`src/rtl/proc_hazard_ctrl_if.sv`:
```
`default_nettype none
// ============================================================================
// Module   : proc_hazard_ctrl_if
// Purpose  : Decode/datapath-side signal bundle for the TinyRV1 hazard and
//            pipeline-control unit. The master modport is the decoder and
//            datapath, and the slave modport is proc_hazard_ctrl.
// Revision : 1.0 - initial release
// ============================================================================
interface proc_hazard_ctrl_if #(
  parameter int NSTAGES = 3,
  parameter int AW      = 5,
  parameter int CNTW    = 32
);
  localparam int SELW = $clog2(NSTAGES + 1);

  // Decoded D-stage instruction fields
  logic            val_D;
  logic            rs1_en_D;
  logic            rs2_en_D;
  logic [AW-1:0]   rs1_D;
  logic [AW-1:0]   rs2_D;
  logic [AW-1:0]   rd_D;
  logic            wen_D;
  logic            load_D;
  logic            jump_D;
  logic            br_taken_X;

  // Pipeline control back to the datapath
  logic            reg_en_F;
  logic            reg_en_D;
  logic [1:0]      pc_sel_F;
  logic [SELW-1:0] op1_byp_sel_D;
  logic [SELW-1:0] op2_byp_sel_D;
  logic            rf_wen_W;
  logic [AW-1:0]   rf_waddr_W;
  logic [CNTW-1:0] stall_cnt;
  logic [CNTW-1:0] squash_cnt;

  modport master (
    output val_D, rs1_en_D, rs2_en_D, rs1_D, rs2_D, rd_D,
           wen_D, load_D, jump_D, br_taken_X,
    input  reg_en_F, reg_en_D, pc_sel_F, op1_byp_sel_D, op2_byp_sel_D,
           rf_wen_W, rf_waddr_W, stall_cnt, squash_cnt
  );

  modport slave (
    input  val_D, rs1_en_D, rs2_en_D, rs1_D, rs2_D, rd_D,
           wen_D, load_D, jump_D, br_taken_X,
    output reg_en_F, reg_en_D, pc_sel_F, op1_byp_sel_D, op2_byp_sel_D,
           rf_wen_W, rf_waddr_W, stall_cnt, squash_cnt
  );
endinterface : proc_hazard_ctrl_if
`default_nettype wire

```
`src/rtl/proc_hazard_ctrl.sv`:
```
`default_nettype none
// ============================================================================
// Module   : proc_hazard_ctrl
// Purpose  : Parametrised hazard / pipeline-control unit for TinyRV1.
//            Tracks in-flight register writers over NSTAGES post-decode
//            stages (1 = X ... NSTAGES = W). It generates bypass selects,
//            load-use stalls, and branch/jump squashes. It also drives the
//            W-stage register-file write and saturating stall/squash counters.
// Config   : PROC_HAZARD_BYPASS_EN - when defined, operands are forwarded from
//            the youngest matching stage. When undefined, D stalls on any
//            in-flight writer of a source register.
// Revision : 1.0 - initial release
// ============================================================================
module proc_hazard_ctrl #(
  parameter int NSTAGES    = 3,  // 2..6
  parameter int LOAD_STAGE = 2,  // 1..NSTAGES
  parameter int AW         = 5,
  parameter int CNTW       = 32
) (
  input  wire               clk,
  input  wire               rst,   // asynchronous, active low
  proc_hazard_ctrl_if.slave bus
);

  localparam int SELW = $clog2(NSTAGES + 1);

  // --------------------------------------------------------------------------
  // Per-stage tracking of in-flight instructions.
  // Index k is the post-decode stage number, so index 1 is X and index
  // NSTAGES is W.
  // --------------------------------------------------------------------------
  logic [NSTAGES:1] trk_val;
  logic [NSTAGES:1] trk_wen;
  logic [NSTAGES:1] trk_load;
  logic [AW-1:0]    trk_rd [1:NSTAGES];

  logic [NSTAGES:1] match1;
  logic [NSTAGES:1] match2;
  logic [SELW-1:0]  sel1;
  logic [SELW-1:0]  sel2;
  logic             load_stall;
  logic             raw_stall;
  logic             squash_D;
  logic             stall;
  logic             jump_go;
  logic             squash_F;
  logic             issue;
  logic [1:0]       pc_sel;
  logic             rf_wen;

  logic [CNTW-1:0]  stall_cnt_r;
  logic [CNTW-1:0]  squash_cnt_r;

  // --------------------------------------------------------------------------
  // Source matching. A stage matches when it holds a valid writer of a
  // non-zero register that the D instruction actually reads. x0 never matches.
  // --------------------------------------------------------------------------

  // Compare each tracked destination against both D sources.
  always_comb begin
    match1 = '0;
    match2 = '0;
    for (int k = 1; k <= NSTAGES; k++) begin
      match1[k] = bus.rs1_en_D & bus.val_D & trk_val[k] & trk_wen[k] &
                  (trk_rd[k] == bus.rs1_D) & (trk_rd[k] != '0);
      match2[k] = bus.rs2_en_D & bus.val_D & trk_val[k] & trk_wen[k] &
                  (trk_rd[k] == bus.rs2_D) & (trk_rd[k] != '0);
    end
  end

  // Bypass selects: the youngest (lowest-numbered) matching stage wins.
  always_comb begin
    sel1 = '0;
    sel2 = '0;
`ifdef PROC_HAZARD_BYPASS_EN
    for (int k = NSTAGES; k >= 1; k--) begin
      if (match1[k]) sel1 = SELW'(k);
      if (match2[k]) sel2 = SELW'(k);
    end
`endif
  end

  // Load-use detection: a matching load has no data on the bypass network
  // until it reaches LOAD_STAGE.
  always_comb begin
    load_stall = 1'b0;
    for (int k = 1; k <= NSTAGES; k++) begin
      if ((match1[k] | match2[k]) && trk_load[k] && (k < LOAD_STAGE))
        load_stall = 1'b1;
    end
  end

  // Stall source selection. Without forwarding, any in-flight writer of a
  // source blocks D until it has left W. That rule already covers loads.
`ifdef PROC_HAZARD_BYPASS_EN
  assign raw_stall = load_stall;
`else
  assign raw_stall = (|match1) | (|match2) | load_stall;
`endif

  // --------------------------------------------------------------------------
  // Control-flow priority: a taken branch in X beats a stall, and a stall
  // beats a jump in D. A jump held in a stall is simply retried on the next
  // cycle. The jump term is gated by rst so that pc_sel_F stays 0 during
  // reset. The other terms are already quiet then because the tracking
  // state is cleared.
  // --------------------------------------------------------------------------
  assign squash_D = trk_val[1] & bus.br_taken_X;
  assign stall    = raw_stall & ~squash_D;
  assign jump_go  = bus.val_D & bus.jump_D & ~stall & rst;
  assign squash_F = squash_D | jump_go;
  assign issue    = bus.val_D & ~stall & ~squash_D;

  // PC select for the next fetch.
  always_comb begin
    pc_sel = 2'd0;
    if (squash_D)     pc_sel = 2'd2;
    else if (stall)   pc_sel = 2'd0;
    else if (jump_go) pc_sel = 2'd1;
  end

  // --------------------------------------------------------------------------
  // Tracking pipeline. Stage 1 takes the D fields only when D actually issues.
  // Otherwise it takes a bubble. The other stages shift down unconditionally
  // because the datapath stage enables are always on.
  // --------------------------------------------------------------------------

  // Advance the tracking registers one stage per cycle.
  always_ff @(posedge clk or negedge rst) begin
    if (!rst) begin
      trk_val  <= '0;
      trk_wen  <= '0;
      trk_load <= '0;
      for (int k = 1; k <= NSTAGES; k++) trk_rd[k] <= '0;
    end else begin
      trk_val[1]  <= issue;
      trk_wen[1]  <= bus.wen_D;
      trk_load[1] <= bus.load_D;
      trk_rd[1]   <= bus.rd_D;
      for (int k = 2; k <= NSTAGES; k++) begin
        trk_val[k]  <= trk_val[k-1];
        trk_wen[k]  <= trk_wen[k-1];
        trk_load[k] <= trk_load[k-1];
        trk_rd[k]   <= trk_rd[k-1];
      end
    end
  end

  // --------------------------------------------------------------------------
  // W-stage register-file write. The address is forced to 0 when no write
  // happens so that the RF port sees a clean value.
  // --------------------------------------------------------------------------
  assign rf_wen = trk_val[NSTAGES] & trk_wen[NSTAGES] & (trk_rd[NSTAGES] != '0);

  // --------------------------------------------------------------------------
  // Performance counters. They count effective stalls and F squashes, and
  // they stick at all-ones.
  // --------------------------------------------------------------------------

  // Saturating event counters, updated on the edge after the event.
  always_ff @(posedge clk or negedge rst) begin
    if (!rst) begin
      stall_cnt_r  <= '0;
      squash_cnt_r <= '0;
    end else begin
      if (stall && (stall_cnt_r != '1))
        stall_cnt_r <= stall_cnt_r + CNTW'(1);
      if (squash_F && (squash_cnt_r != '1))
        squash_cnt_r <= squash_cnt_r + CNTW'(1);
    end
  end

  // --------------------------------------------------------------------------
  // Output drive
  // --------------------------------------------------------------------------
  assign bus.reg_en_F      = ~stall;
  assign bus.reg_en_D      = ~stall;
  assign bus.pc_sel_F      = pc_sel;
  assign bus.op1_byp_sel_D = sel1;
  assign bus.op2_byp_sel_D = sel2;
  assign bus.rf_wen_W      = rf_wen;
  assign bus.rf_waddr_W    = rf_wen ? trk_rd[NSTAGES] : '0;
  assign bus.stall_cnt     = stall_cnt_r;
  assign bus.squash_cnt    = squash_cnt_r;

endmodule : proc_hazard_ctrl
`default_nettype wire

```
`src/flat_wrapper.sv`:
```
// flat-port wrapper written by rule: the top's interface ports become plain ports
module proc_hazard_ctrl_flat 
#(
  parameter int NSTAGES    = 3,         
  parameter int LOAD_STAGE = 2,               
  parameter int AW         = 5,
  parameter int CNTW       = 32
)
  (clk, rst, bus_val_D, bus_rs1_en_D, bus_rs2_en_D, bus_rs1_D, bus_rs2_D, bus_rd_D, bus_wen_D, bus_load_D, bus_jump_D, bus_br_taken_X, bus_reg_en_F, bus_reg_en_D, bus_pc_sel_F, bus_op1_byp_sel_D, bus_op2_byp_sel_D, bus_rf_wen_W, bus_rf_waddr_W, bus_stall_cnt, bus_squash_cnt);
  proc_hazard_ctrl_if #(.NSTAGES(NSTAGES), .AW(AW), .CNTW(CNTW)) bus_i ();
  input  wire clk;
  input  wire rst;
  input wire logic [$bits(bus_i.val_D)-1:0] bus_val_D;
  input wire logic [$bits(bus_i.rs1_en_D)-1:0] bus_rs1_en_D;
  input wire logic [$bits(bus_i.rs2_en_D)-1:0] bus_rs2_en_D;
  input wire logic [$bits(bus_i.rs1_D)-1:0] bus_rs1_D;
  input wire logic [$bits(bus_i.rs2_D)-1:0] bus_rs2_D;
  input wire logic [$bits(bus_i.rd_D)-1:0] bus_rd_D;
  input wire logic [$bits(bus_i.wen_D)-1:0] bus_wen_D;
  input wire logic [$bits(bus_i.load_D)-1:0] bus_load_D;
  input wire logic [$bits(bus_i.jump_D)-1:0] bus_jump_D;
  input wire logic [$bits(bus_i.br_taken_X)-1:0] bus_br_taken_X;
  output wire logic [$bits(bus_i.reg_en_F)-1:0] bus_reg_en_F;
  output wire logic [$bits(bus_i.reg_en_D)-1:0] bus_reg_en_D;
  output wire logic [$bits(bus_i.pc_sel_F)-1:0] bus_pc_sel_F;
  output wire logic [$bits(bus_i.op1_byp_sel_D)-1:0] bus_op1_byp_sel_D;
  output wire logic [$bits(bus_i.op2_byp_sel_D)-1:0] bus_op2_byp_sel_D;
  output wire logic [$bits(bus_i.rf_wen_W)-1:0] bus_rf_wen_W;
  output wire logic [$bits(bus_i.rf_waddr_W)-1:0] bus_rf_waddr_W;
  output wire logic [$bits(bus_i.stall_cnt)-1:0] bus_stall_cnt;
  output wire logic [$bits(bus_i.squash_cnt)-1:0] bus_squash_cnt;
  assign bus_i.val_D = bus_val_D;
  assign bus_i.rs1_en_D = bus_rs1_en_D;
  assign bus_i.rs2_en_D = bus_rs2_en_D;
  assign bus_i.rs1_D = bus_rs1_D;
  assign bus_i.rs2_D = bus_rs2_D;
  assign bus_i.rd_D = bus_rd_D;
  assign bus_i.wen_D = bus_wen_D;
  assign bus_i.load_D = bus_load_D;
  assign bus_i.jump_D = bus_jump_D;
  assign bus_i.br_taken_X = bus_br_taken_X;
  assign bus_reg_en_F = bus_i.reg_en_F;
  assign bus_reg_en_D = bus_i.reg_en_D;
  assign bus_pc_sel_F = bus_i.pc_sel_F;
  assign bus_op1_byp_sel_D = bus_i.op1_byp_sel_D;
  assign bus_op2_byp_sel_D = bus_i.op2_byp_sel_D;
  assign bus_rf_wen_W = bus_i.rf_wen_W;
  assign bus_rf_waddr_W = bus_i.rf_waddr_W;
  assign bus_stall_cnt = bus_i.stall_cnt;
  assign bus_squash_cnt = bus_i.squash_cnt;
  proc_hazard_ctrl #(.NSTAGES(NSTAGES), .LOAD_STAGE(LOAD_STAGE), .AW(AW), .CNTW(CNTW)) u_core (.clk(clk), .rst(rst), .bus(bus_i));
endmodule
```
`config.mk`:
```
export PLATFORM = sky130hd
export DESIGN_NAME = proc_hazard_ctrl_flat
export DESIGN_NICKNAME = d
export VERILOG_FILES = /design/src/rtl/proc_hazard_ctrl_if.sv /design/src/rtl/proc_hazard_ctrl.sv /design/src/flat_wrapper.sv
export SDC_FILE = /design/constraint.sdc
export NUM_CORES = 1
export LEC_CHECK = 0
export ABC_AREA = 1
export BUFFER_PORTS_ARGS = -buffer_cell sky130_fd_sc_hd__buf_2
export CELL_PAD_IN_SITES_DETAIL_PLACEMENT = 0
export CELL_PAD_IN_SITES_GLOBAL_PLACEMENT = 1
export CORE_MARGIN = 5
export CORE_UTILIZATION = 40
export DETAILED_ROUTE_END_ITERATION = 8
export GPL_ROUTABILITY_DRIVEN = 0
export PLACE_DENSITY = 0.87
export SETUP_SLACK_MARGIN = 0.1
export SLEW_MARGIN = 20
export SYNTH_ARGS = -nofsm -noshare
export SYNTH_HDL_FRONTEND = slang
export SYNTH_SLANG_ARGS = --single-unit
```
`constraint.sdc`:
```
create_clock -name clk -period 2.5 [get_ports clk]
set_input_delay 0.375 -clock clk [delete_from_list [all_inputs] [get_ports clk]]
set_output_delay 0.375 -clock clk [all_outputs]
set_load 0.03 [all_outputs]
```
; Word-level counts from Yosys, hierarchy flattened
; Index checks and enable logic that the tools add are counted.
[word_totals]
ff_bits = 86
inputBits = 24
output_inout_bits = 78
wordCells = 72
[op_classes]
addsub = 2
eq_ne = 8
muxes = 5
n_bitwise = 41
reduce_logical = 8
[ops]
columns = operator, count
row1 = "adder 32 x 1 -> 32 bit, second input constant", 2
row2 = "!= test 32 bit, second input constant", 2
row3 = AND 1 bit, 35
row4 = equality test 5 bit, 6
row5 = nonzero test 5 bit, 3
row6 = OR reduction 3 bit, 2
row7 = 2-to-1 mux 5 bit, 1
row8 = bitwise OR 1 bit, 4
row9 = logical AND 1 bit, 3
row10 = 2-to-1 mux 1 bit, 3
row11 = 2-to-1 mux 2 bit, 1
row12 = NOT 1 bit, 2

; Logic depth before layout (Yosys ltp)
[logic_depth]
depth_word = 16
ltp_mapped = 15

; Worst setup path before layout
; No wires, ideal clock.
[synth_path]
path_kind = register to output
from = register u_core.trk_rd[2] (netlist bit)
to = output bus_pc_sel_F[0]
arrival_time_ns = 1.873
required_ns = 2.125
path_slack_ns = 0.252
stages_incl_launch_ff = 10
path_buffers = 0
cell_sequence = dfrtp_1 > nor3_1 > nand3_1 > nand2_1 > inv_2 > nand2_1 > nand3_1 > nand2_1 > nand3_2 > nor2_1
[synth_between]
elab_chain_len = 13
elab_cells_between_ends = 18
[synth_lines]
columns = element, line
row1 = from (decl), proc_hazard_ctrl.sv:35  ; logic [AW-1:0] trk_rd [1:NSTAGES];
row2 = "from (signal, indexed assignment)", proc_hazard_ctrl.sv:144  ; trk_rd[k] <= trk_rd[k-1];
row3 = equality test 5 bit (on tied branches), "proc_hazard_ctrl.sv:65, proc_hazard_ctrl.sv:67"
row4 = AND 1 bit (on tied branches), "proc_hazard_ctrl.sv:64, proc_hazard_ctrl.sv:66"
row5 = AND 1 bit (on tied branches), "proc_hazard_ctrl.sv:65, proc_hazard_ctrl.sv:67"
row6 = OR reduction 3 bit, proc_hazard_ctrl.sv:98  ; assign raw_stall = (|match1) | (|match2) | load_stall;
row7 = bitwise OR 1 bit (*) (2 in series), proc_hazard_ctrl.sv:98
row8 = AND 1 bit (*), proc_hazard_ctrl.sv:109  ; assign stall = raw_stall & ~squash_D;
row9 = NOT 1 bit (*), --
row10 = net bus_reg_en_D, flat_wrapper.sv:24  ; output wire logic [$bits(bus_i.reg_en_D)-1:0] bus_reg_en_D;
row11 = AND 1 bit (*) (2 in series), proc_hazard_ctrl.sv:110  ; assign jump_go = bus.val_D & bus.jump_D & ~stall & rst;
row12 = 2-to-1 mux 1 bit (*), proc_hazard_ctrl.sv:119  ; else if (jump_go) pc_sel = 2'd1;
row13 = 2-to-1 mux 1 bit (*), proc_hazard_ctrl.sv:118  ; else if (stall) pc_sel = 2'd0;
row14 = 2-to-1 mux 2 bit (*), proc_hazard_ctrl.sv:117  ; if (squash_D) pc_sel = 2'd2;
row15 = to (decl), flat_wrapper.sv:25  ; output wire logic [$bits(bus_i.pc_sel_F)-1:0] bus_pc_sel_F;
; The timed path passes the listed nets; every way through them passes the cells marked *.

; Worst setup path in the final report
[layout_path]
from = register u_core.trk_rd[12] (netlist bit)
to = output bus_pc_sel_F[0]
[layout_between]
elab_chain_len = 14
elab_cells_between_ends = 21
[layout_lines]
columns = element, line
row1 = equality test 5 bit (on tied branches), "proc_hazard_ctrl.sv:65, proc_hazard_ctrl.sv:67"
row2 = AND 1 bit (on tied branches), "proc_hazard_ctrl.sv:64, proc_hazard_ctrl.sv:66"
row3 = AND 1 bit (on tied branches), "proc_hazard_ctrl.sv:65, proc_hazard_ctrl.sv:67"
row4 = bitwise OR 1 bit, proc_hazard_ctrl.sv:88  ; if ((match1[k] | match2[k]) && trk_load[k] && (k < LOAD_STAGE))
row5 = logical AND 1 bit, proc_hazard_ctrl.sv:88
row6 = 2-to-1 mux 1 bit, proc_hazard_ctrl.sv:88
row7 = bitwise OR 1 bit (*), proc_hazard_ctrl.sv:98
row8 = AND 1 bit (*), proc_hazard_ctrl.sv:109
row9 = NOT 1 bit, proc_hazard_ctrl.sv:110
row10 = AND 1 bit (2 in series), proc_hazard_ctrl.sv:110
row11 = 2-to-1 mux 1 bit, proc_hazard_ctrl.sv:119
row12 = 2-to-1 mux 1 bit (*), proc_hazard_ctrl.sv:118
row13 = 2-to-1 mux 2 bit (*), proc_hazard_ctrl.sv:117
; Mark *: on every way between the ends. The rest lies on a longest branch, timed or not.

==> run summary <==
R2R setup slack -> 360 ps
Fin. Hold Viols -> 0
FMAX -> 445 MHz
top-count cell post-synth -> nand2_1
Vias/cell -> 4.87
Cells after DPL -> 987
first-pass GRT wire length -> 23.6 mm
top_reg_cell synth -> dfrtp_1
final slew viol count -> 0
vias in the first global route -> 4761
Non-Filler Instances -> 1005
Pwr Density -> 617 mW/mm2
crit path DAT -> 1870 ps
Synth-to-Final Area Change -> 18.8%
Synth area leaders -> dfrtp_1, nand2_1, xor2_1
CTS tree -> built
mux cell area share after synthesis -> 0%
Initial DRT Pass Iterations -> 5
root buffer cell -> clkbuf_16
Worst-path clk slew -> 60 ps
Filler Cell Count -> 1320
Post-layout nets -> 854
Crit path required time -> 2120 ps
unrepaired setup endpoints after global routing -> no
Crit. End Element -> output pin
Vias -> 4897
fin worst setup slack -> 253 ps
H-tree depth -> 3
largest area contributor in the netlist -> dfrtp_1
WP buf/inv -> 3
cts hold-fix bufs -> 0
Pleak -> 3.27 nW
Port Buf Inserts -> 96
Post-synth top cells -> nand2_1, dfrtp_1, nor2_1, inv_1, nand3_1
initial antenna violation count -> 0
HP Class -> input pin to async pin
post-synthesis async set-or-reset flop share -> 100%
dpl hpwl -> 10.8 mm
Die ar. -> 0.0153 mm2
Multi-input gate area -> 0.00268 mm2
number of DRC markers in iteration 0 -> 364
EDFF count, synth -> 0
largest net degree at the start of global routing -> 50
Die Ht -> 124 um
Total Routing Usage GR -> 19.7%
DP Worst Slack -> 331 ps
clk_skew -> 8.17 ps
Worst setup SP type -> flop
setup_tns -> 0 ps
Top Ports -> 102
syn avg cell area -> 7.12 um2
CTS Sinks -> 85
grt total ovfl -> 0
fin crit period -> 2250 ps
R2R cell count -> 12
wire per inst -> 14.2 um
Num CTS Buffers -> 9
Clock Latency Late Sink -> 340 ps
CP cell instances -> inv_1, nand4_1, o21ai_1, inv_1, nand2_1, nand3_2, nand2_2, nand3_2, nor2_1, buf_4
Synth Instances -> 727
final period utilization -> 89.9%
Register Area -> 0.00213 mm2
Routed WL -> 14.2 mm
critical path type -> flop to output pin
Crit-path slowest cell -> dfrtp_1
largest family of logic cells by synthesized area -> simple AND/OR/NAND/NOR gates
XOR/XNOR Fraction of Synth Area -> 10.3%
Worst-Margin Slew -> 640 ps
Die Width -> 124 um
# rows -> 41
slowest cell delay on critical path -> 440 ps
DRT antenna net count -> 0
RR Startpoint -> u_core.bus.stall_cnt[0]$_DFFE_PN0P_
Synth Area in Adders -> 0.483%
Slew HR -> 57.4%
simple-gate share of the synthesized area -> 38.9%
Starting Density -> 40.9%
ant diodes -> 0
CP delay by family, top -> simple AND/OR/NAND/NOR gates
Netlist cell types -> 23
YS warnings -> 0
DRC errors left -> 0
Max FO, Critical Path -> 4
Seq/Total Area, Yosys -> 41.1%
Mapped Area -> 0.00518 mm2
complex-gate fraction of the synthesized area -> 1.45%
max_cap viols -> 0
VDD IR max -> 320 uV
Seq cells post-synth -> 85
top-area cell type share of the netlist area -> 41.1%
final-report setup violation count -> 0
clk buf depth -> 2
core area -> 0.0127 mm2
share of layout cells above drive strength 1 -> 16.8%
status -> completed
reg-to-reg endpoint -> u_core.bus.stall_cnt[2]$_DFFE_PN0P_
-- power by group --
group | internal, mW | switching (mW)
logic | 0.240 | 0.543
clock network | 0.775 | 0.557
registers | 1.50 | 0.180
total | 2.52 | 1.28
-- flip-flops by register name, summed over array words and instances (netlist names) --
| signal | cells |
|---|---|
| u_core.bus.squash_cnt | 32 |
| u_core.bus.stall_cnt | 32 |
| u_core.trk_rd | 15 |
| u_core.trk_val | 3 |
| u_core.trk_wen | 3 |
-- routing by layer --
layer / up-vias / global-route usage, % / routed length [um]
met2: 124 / 32.0 / 6700
met4: 0 / 6.02 / 285
met3: 22 / 4.95 / 695
met1: 2259 / 25.9 / 6570
met5: - / 0 / 0
li1: 2492 / - / -
-- placed cells by master (no fill, tap or decap), types with 4 or more instances in the layout --
cell type	count
nor3_1	23
buf_4	10
nand4_1	18
nor4_1	15
nand2_2	7
clkbuf_16	9
nor2_1	75
nand3_1	52
xor2_1	43
conb_1	4
dfrtp_1	84
nand2_1	275
o21ai_0	12
nand3_2	4
xnor2_1	18
buf_2	94
inv_1	66
-- final cells by class --
type                    instances  share of cell area, %
well taps                     172                   3.50
clock inverters                 4                  0.793
flip-flops and latches         85                   34.6
inverters                      69                   4.21
clock buffers                  12                   3.84
multi-input cells             557                   43.5
repair buffers                106                   9.52
-- worst max-delay path by stage --
stage                                                  endpoint  cells after the start  slack [ps]                                start
after floorplan                                 bus_pc_sel_F[0]                      9         250           u_core.trk_rd[2]$_DFF_PN0_
after global placement    u_core.bus.squash_cnt[24]$_DFFE_PN0P_                     13         320          u_core.trk_rd[12]$_DFF_PN0_
after detailed placement  u_core.bus.squash_cnt[24]$_DFFE_PN0P_                     13         330           u_core.trk_rd[2]$_DFF_PN0_
after CTS                                       bus_pc_sel_F[0]                     10         110           u_core.trk_rd[2]$_DFF_PN0_
after global routing       u_core.bus.stall_cnt[20]$_DFFE_PN0P_                     12         110  u_core.bus.stall_cnt[0]$_DFFE_PN0P_
final                                           bus_pc_sel_F[0]                     10         250          u_core.trk_rd[12]$_DFF_PN0_
-- metrics by stage --
step	area (um2)	hold slack [ps]	utilization, %	power [mW]
after CTS	6120	117	48.3	3.84
after floorplan	5190	79.4	-	2.21
final	6150	102	48.6	3.80
after global placement	5830	361	46.0	2.49
after global routing	6150	112	48.6	4.01
after detailed placement	5830	364	46.0	2.49
-- cells by family after synthesis --
logic type | Yosys count
AND/OR/NAND/NOR | 475
flip-flops | 85
adder cells (fa/ha/maj) | 2
buffers and inverters | 88
AO/OA/AOI/OAI | 15
other | 1
XOR/XNOR | 61
-- repair_timing --
action,4_1_cts,5_1_grt
buffers inserted,0,2
setup endpoints to repair,1,4
gates resized for setup,2,7
pin swaps,0,2
Note: power is estimated with default switching activity, not from simulation.
